<file path="src/rtl/puzzle_sequencer_if.sv">
// Sequencer-side bus: run control, instruction fetch and datapath handshake.
// The sequencer is the master. The environment (imem, datapath, host) is the slave.
interface puzzle_sequencer_if;
   logic        start;
   logic        abort;
   logic [15:0] op;
   logic        dp_ack;
   logic        dp_flag;
   logic [7:0]  pc;
   logic        dp_go;
   logic [15:0] dp_op;
   logic        busy;
   logic        done;
   logic        timeout;
   logic [15:0] instr_count;

   modport master (
      input  start, abort, op, dp_ack, dp_flag,
      output pc, dp_go, dp_op, busy, done, timeout, instr_count
   );

   modport slave (
      output start, abort, op, dp_ack, dp_flag,
      input  pc, dp_go, dp_op, busy, done, timeout, instr_count
   );
endinterface

</file>
<file path="src/rtl/puzzle_sequencer.sv">
// Program sequencer for the 8-puzzle solver core.
// It fetches from imem at pc and resolves JMP/JNZ locally.
// It issues all other opcodes to the datapath and waits for dp_ack.
// A run ends in DONE when FIN_PC is fetched, or in TOUT when the retire budget runs out.
module puzzle_sequencer #(
   parameter logic [7:0]  START_PC  = 8'd0,
   parameter logic [7:0]  FIN_PC    = 8'd199,
   parameter logic [3:0]  OP_JMP    = 4'hE,
   parameter logic [3:0]  OP_JNZ    = 4'hF,
   parameter logic [15:0] MAX_INSTR = 16'hFFFF
) (
   input  logic               clk,
   input  logic               rst_n,
   puzzle_sequencer_if.master bus
);

   typedef enum logic [2:0] {IDLE, FETCH, EXEC, WAIT, DONE, TOUT} state_t;

   state_t      state, state_nxt;
   logic [7:0]  pc_q;
   logic [15:0] ir;
   logic        flag_q;
   logic [15:0] count_q;
   logic        done_q;
   logic        tout_q;

   logic        run_start, ir_load, pc_load, flag_load, retire, hit_fin, dp_go_c;
   logic [7:0]  pc_nxt;
   logic [15:0] count_inc;
   logic        budget_hit;

   assign count_inc  = count_q + 16'd1;
   assign budget_hit = (count_inc == MAX_INSTR);

   // State register.
   always_ff @(posedge clk or negedge rst_n) begin
      // NOTE: sequential state uses non-blocking assignments, so every flop samples pre-edge values.
      if (!rst_n) state <= IDLE;
      else        state <= state_nxt;
   end

   // Next-state and per-cycle control decode. Abort overrides everything.
   always_comb begin
      // NOTE: every output gets a default first, so no path leaves a latch behind.
      state_nxt = state;
      dp_go_c   = 1'b0;
      run_start = 1'b0;
      ir_load   = 1'b0;
      pc_load   = 1'b0;
      pc_nxt    = pc_q;
      flag_load = 1'b0;
      retire    = 1'b0;
      hit_fin   = 1'b0;
      if (bus.abort) begin
         state_nxt = IDLE;
      end else begin
         case (state)
            IDLE, DONE, TOUT: begin
               if (bus.start) begin
                  run_start = 1'b1;
                  state_nxt = FETCH;
               end
            end
            FETCH: begin
               if (pc_q == FIN_PC) begin
                  hit_fin   = 1'b1;
                  state_nxt = DONE;
               end else begin
                  ir_load   = 1'b1;
                  state_nxt = EXEC;
               end
            end
            EXEC: begin
               if (ir[15:12] == OP_JMP) begin
                  pc_load = 1'b1;
                  pc_nxt  = ir[7:0];
                  retire  = 1'b1;
               end else if (ir[15:12] == OP_JNZ) begin
                  pc_load = 1'b1;
                  pc_nxt  = flag_q ? ir[7:0] : pc_q + 8'd1;
                  retire  = 1'b1;
               end else begin
                  dp_go_c   = 1'b1;
                  state_nxt = WAIT;
               end
            end
            WAIT: begin
               if (bus.dp_ack) begin
                  flag_load = 1'b1;
                  pc_load   = 1'b1;
                  pc_nxt    = pc_q + 8'd1;
                  retire    = 1'b1;
               end
            end
            default: state_nxt = IDLE;
         endcase
         // Every retire lands in FETCH unless this retire exhausts the budget.
         if (retire) state_nxt = budget_hit ? TOUT : FETCH;
      end
   end

   // Architectural registers: pc, ir, flag, retire counter and sticky status.
   always_ff @(posedge clk or negedge rst_n) begin
      if (!rst_n) begin
         pc_q    <= START_PC;
         ir      <= 16'h0000;
         flag_q  <= 1'b0;
         count_q <= 16'h0000;
         done_q  <= 1'b0;
         tout_q  <= 1'b0;
      end else begin
         if (run_start) begin
            pc_q    <= START_PC;
            flag_q  <= 1'b0;
            count_q <= 16'h0000;
            done_q  <= 1'b0;
            tout_q  <= 1'b0;
         end
         if (ir_load)   ir     <= bus.op;
         if (pc_load)   pc_q   <= pc_nxt;
         if (flag_load) flag_q <= bus.dp_flag;
         if (hit_fin)   done_q <= 1'b1;
         if (retire) begin
            count_q <= count_inc;
            if (budget_hit) tout_q <= 1'b1;
         end
      end
   end

   assign bus.pc          = pc_q;
   assign bus.dp_go       = dp_go_c;
   assign bus.dp_op       = ir;
   assign bus.busy        = (state == FETCH) || (state == EXEC) || (state == WAIT);
   assign bus.done        = done_q;
   assign bus.timeout     = tout_q;
   assign bus.instr_count = count_q;

endmodule

</file>
<file path="src/flat_wrapper.sv">
// flat-port wrapper written by rule: the top's interface ports become plain ports
module puzzle_sequencer_flat 
#(
   parameter logic [7:0]  START_PC  = 8'd0,
   parameter logic [7:0]  FIN_PC    = 8'd199,
   parameter logic [3:0]  OP_JMP    = 4'hE,
   parameter logic [3:0]  OP_JNZ    = 4'hF,
   parameter logic [15:0] MAX_INSTR = 16'hFFFF
)
  (clk, rst_n, bus_start, bus_abort, bus_op, bus_dp_ack, bus_dp_flag, bus_pc, bus_dp_go, bus_dp_op, bus_busy, bus_done, bus_timeout, bus_instr_count);
  puzzle_sequencer_if bus_i ();
  input  logic clk;
  input  logic rst_n;
  input wire logic [$bits(bus_i.start)-1:0] bus_start;
  input wire logic [$bits(bus_i.abort)-1:0] bus_abort;
  input wire logic [$bits(bus_i.op)-1:0] bus_op;
  input wire logic [$bits(bus_i.dp_ack)-1:0] bus_dp_ack;
  input wire logic [$bits(bus_i.dp_flag)-1:0] bus_dp_flag;
  output wire logic [$bits(bus_i.pc)-1:0] bus_pc;
  output wire logic [$bits(bus_i.dp_go)-1:0] bus_dp_go;
  output wire logic [$bits(bus_i.dp_op)-1:0] bus_dp_op;
  output wire logic [$bits(bus_i.busy)-1:0] bus_busy;
  output wire logic [$bits(bus_i.done)-1:0] bus_done;
  output wire logic [$bits(bus_i.timeout)-1:0] bus_timeout;
  output wire logic [$bits(bus_i.instr_count)-1:0] bus_instr_count;
  assign bus_i.start = bus_start;
  assign bus_i.abort = bus_abort;
  assign bus_i.op = bus_op;
  assign bus_i.dp_ack = bus_dp_ack;
  assign bus_i.dp_flag = bus_dp_flag;
  assign bus_pc = bus_i.pc;
  assign bus_dp_go = bus_i.dp_go;
  assign bus_dp_op = bus_i.dp_op;
  assign bus_busy = bus_i.busy;
  assign bus_done = bus_i.done;
  assign bus_timeout = bus_i.timeout;
  assign bus_instr_count = bus_i.instr_count;
  puzzle_sequencer #(.START_PC(START_PC), .FIN_PC(FIN_PC), .OP_JMP(OP_JMP), .OP_JNZ(OP_JNZ), .MAX_INSTR(MAX_INSTR)) u_core (.clk(clk), .rst_n(rst_n), .bus(bus_i));
endmodule
</file>
<file path="config.mk">
export PLATFORM = sky130hd
export DESIGN_NAME = puzzle_sequencer_flat
export DESIGN_NICKNAME = d
export VERILOG_FILES = /design/src/rtl/puzzle_sequencer_if.sv /design/src/rtl/puzzle_sequencer.sv /design/src/flat_wrapper.sv
export SDC_FILE = /design/constraint.sdc
export NUM_CORES = 1
export LEC_CHECK = 0
export CAP_MARGIN = 10
export CORE_MARGIN = 2
export CORE_UTILIZATION = 44
export DETAILED_ROUTE_END_ITERATION = 16
export PLACE_DENSITY = 0.88
export SYNTH_ARGS = -nofsm -noshare
export SYNTH_HDL_FRONTEND = slang
export SYNTH_SLANG_ARGS = --single-unit
</file>
<file path="constraint.sdc">
create_clock -name clk -period 1.9 [get_ports clk]
set_clock_uncertainty 0.1 [all_clocks]
set_input_delay 0.38 -clock clk [delete_from_list [all_inputs] [get_ports clk]]
set_output_delay 0.38 -clock clk [all_outputs]
set_load 0.01 [all_outputs]
</file>
==> qor.yml <==
die:
  ioPinCount: 66
  coreArea_sq_um: 5440
  rows: 27
  die_area_sq_um: 6190
  die_h_microns: 78.7
  start_util: 0.451
  die_w_microns: 78.7
global_routing:
  grt_overflow_total: 0
  grt_usage: 0.232
  grt_max_degree: 19
  grt_pass1_vias: 2404
  grt_antenna_before_repair: 0
  grt_pass1_wl_mm: 11.3
worst_setup_path:
  cp-start-kind: "flip-flop"
  required_ps: 2010
  critical_path.top_delay_family: "simple AND/OR/NAND/NOR gates"
  critPathKind: "reg -> reg"
  slowest_stage: "dfrtp_2"
  arrival_ps: 2100
  worstPathBufferInverterCount: 2
  cpPeakStageDelay_ps: 370
  endpoint_kind: "flip-flop"
  critical_path.cell_chain: "nand4_1, buf_4, nor4_1, buf_4, xor2_1, o31ai_1, o31ai_1"
  cp_max_fo: 10
flow_run:
  drv_cap: 0
sta:
  finalSetupViolations: 5
  rsz0062_at_grt: "true"
  worst_pin_slew_ps: 397
  period_share: 1.05
  setup_slack_ps: -94.9
  relSlewSlack: 0.733
  hold_viol: 0
  fmax_mhz: 501
  fin_crit_ps: 1990
  drv_slew: 0
clock_tree:
  cts_sinks: 46
  root_buffer: "clkbuf_8"
  worstSkewPairLatency_ps: 300
  clk_pin_slew_ps: 80
  cts_tree: "built"
  clockBufferDepth: 2
  h-tree-depth: 2
  cts_buffers: 5
synth:
  synth_edf_count: 0
  seq_area_frac_synth: 0.469
  synth_fp_nets: 280
  netlist_instances: 255
  synth.distinct_cells: 46
  synth-seq-cells: 46
  yosys_most_used_dff: "dfrtp_1"
  netlist_area_sq_um: 2450
  avgSynthCellArea_sq_um: 9.62
  synth_top_area_cell: "dfrtp_1"
  async_reset_ff_frac: 1.00
  ys_warn_count: 0
  synth.area.top_cells: "dfrtp_1 (47%), mux2_1 (4.6%), o21ai_1 (4.5%), nand2_1 (2.9%), mux2_2 (2.8%)"
  synthDominantCellAreaShare: 0.469
  netlist_top_cells_count: "dfrtp_1 (46), o21ai_1 (22), nand2_1 (19)"
  yosys.cell_count.top_type: "dfrtp_1"
hold_path:
  hold_class: "reg -> reg"
status:
  violations: "negative setup slack"
  outcome: "finished, violations left"
power:
  ir_drop_mv: 0.571
  power_density_nw_per_um2: 797
  p_leak_nw: 1.73
layout:
  drive_above_1_share: 0.275
  syn_to_final_growth_pct: 58.1
  finish.net_count: 391
  finish.instance_area_sq_um: 3880
  num_antenna_cells: 0
drt:
  firstDrtPassIters: 4
  num_vias: 2575
  drtIter0Drc: 217
  routed_wl_mm: 7.36
  vias_per_cell: 5.87
  routedWlPerCell_microns: 16.8
  antenna_left: 0
  route.detailed.drc: 0
placement:
  placed_cell_area_sq_um: 3520
  gp_congestion: 0.884
  place_ws_ps: -635
  io_buffers: 65
  place_hpwl_mm: 4.92
-- area by class of cell --
type	instances	area, sq um
clock inverter	2	60.1
inverter	4	15.0
sequential	46	1160
timing repair buffer	116	1050
multi-input combinational	193	1420
tap	72	90.1
clock buffer	6	82.6
fill	400	1560
-- cell families (layout without fill, tap and decap cells) --
| logic type | after synthesis | after routing | share of synthesized area |
|---|---|---|---|
| simple gates | 95 | 96 | 0.211 |
| compound gates | 72 | 72 | 0.181 |
| flops | 46 | 46 | 0.469 |
| mux | 18 | 18 | 0.0816 |
| buf+inv | 17 | 128 | 0.0280 |
| xor+xnor | 4 | 4 | 0.0143 |
| fa+ha+maj | 3 | 3 | 0.0153 |
-- sequential cells by signal (all words and copies together) (netlist names) --
signal and count:
u_core.bus.timeout 1, u_core.state 3, u_core.bus.instr_count 16, u_core.bus.done 1, u_core.flag_q 1, u_core.bus.dp_op 16
u_core.bus.pc 8
-- layout by cell type, fill, tap and decap left out, types with 3 or more instances in the layout --
master	netlist	layout
nor4_1	4	3
xor2_1	3	3
nand4_1	10	10
o21ai_1	22	24
inv_1	4	4
dfrtp_2	0	8
and3_1	5	5
a31oi_1	5	3
dfrtp_1	46	38
buf_4	1	45
o21ai_0	11	8
a21oi_1	12	12
o31ai_1	8	8
nand3_1	13	12
dlymetal6s2s_1	0	3
o2bb2ai_1	6	6
mux2_4	0	16
nand2_1	19	19
nor3_1	4	4
buf_6	0	5
clkdlybuf4s50_1	0	58
clkbuf_8	0	6
nor2_1	16	16
nor3b_1	4	4
-- timing repair --
action                     4_1_cts  5_1_grt
setup endpoints to repair       37       31
setup buffers                    1        2
hold buffers                     1        0
hold endpoints to repair        16        0
pin swaps                        6        3
cloned                           1        0
resized for setup               18       33
-- stage by stage --
step           power (mW)  hold WS, ps  std cells  setup TNS, ps  utilization
6_report             3.09          407        439           -141        0.713
2_1_floorplan        1.57        -15.6        255           -738            -
5_1_grt              3.22          442        439           -744        0.713
3_5_place_dp         2.07          226        426         -14030        0.648
4_1_cts              2.99          405        437           -191        0.687
3_3_place_gp         2.03          228        426         -12690        0.648
-- path summary, 6_finish.rpt --
kind / startpoint / end / slack (ps) / cells after the start
hold / removal: u_core.bus.done / u_core.bus.done / 410 / 1
hold reg to reg: u_core.bus.done / u_core.bus.done / 410 / 1
setup reg to reg: u_core.bus.instr_count[5] / u_core.state[2] / -90 / 7
setup / recovery: u_core.bus.instr_count[5] / u_core.state[2] / -90 / 7
max in group asynchronous: rst_n / u_core.bus.pc[0] / 660 / 3
min in group asynchronous: rst_n / u_core.bus.instr_count[8] / 450 / 2
-- per-layer routing --
layer / up-vias / global-route usage / part of all wire
li1: 1177 / - / -
met1: 1249 / 0.293 / 0.41
met2: 126 / 0.397 / 0.50
met3: 23 / 0.0437 / 0.056
met4: 0 / 0.0807 / 0.028
met5: - / 0 / 0
-- report_power, final --
part / total [mW] / internal, mW / switching (mW)
registers: 1.27 / 1.13 / 0.143
clock network: 0.896 / 0.561 / 0.335
logic: 0.927 / 0.572 / 0.355
No activity file was read; power rests on OpenSTA's default activity.
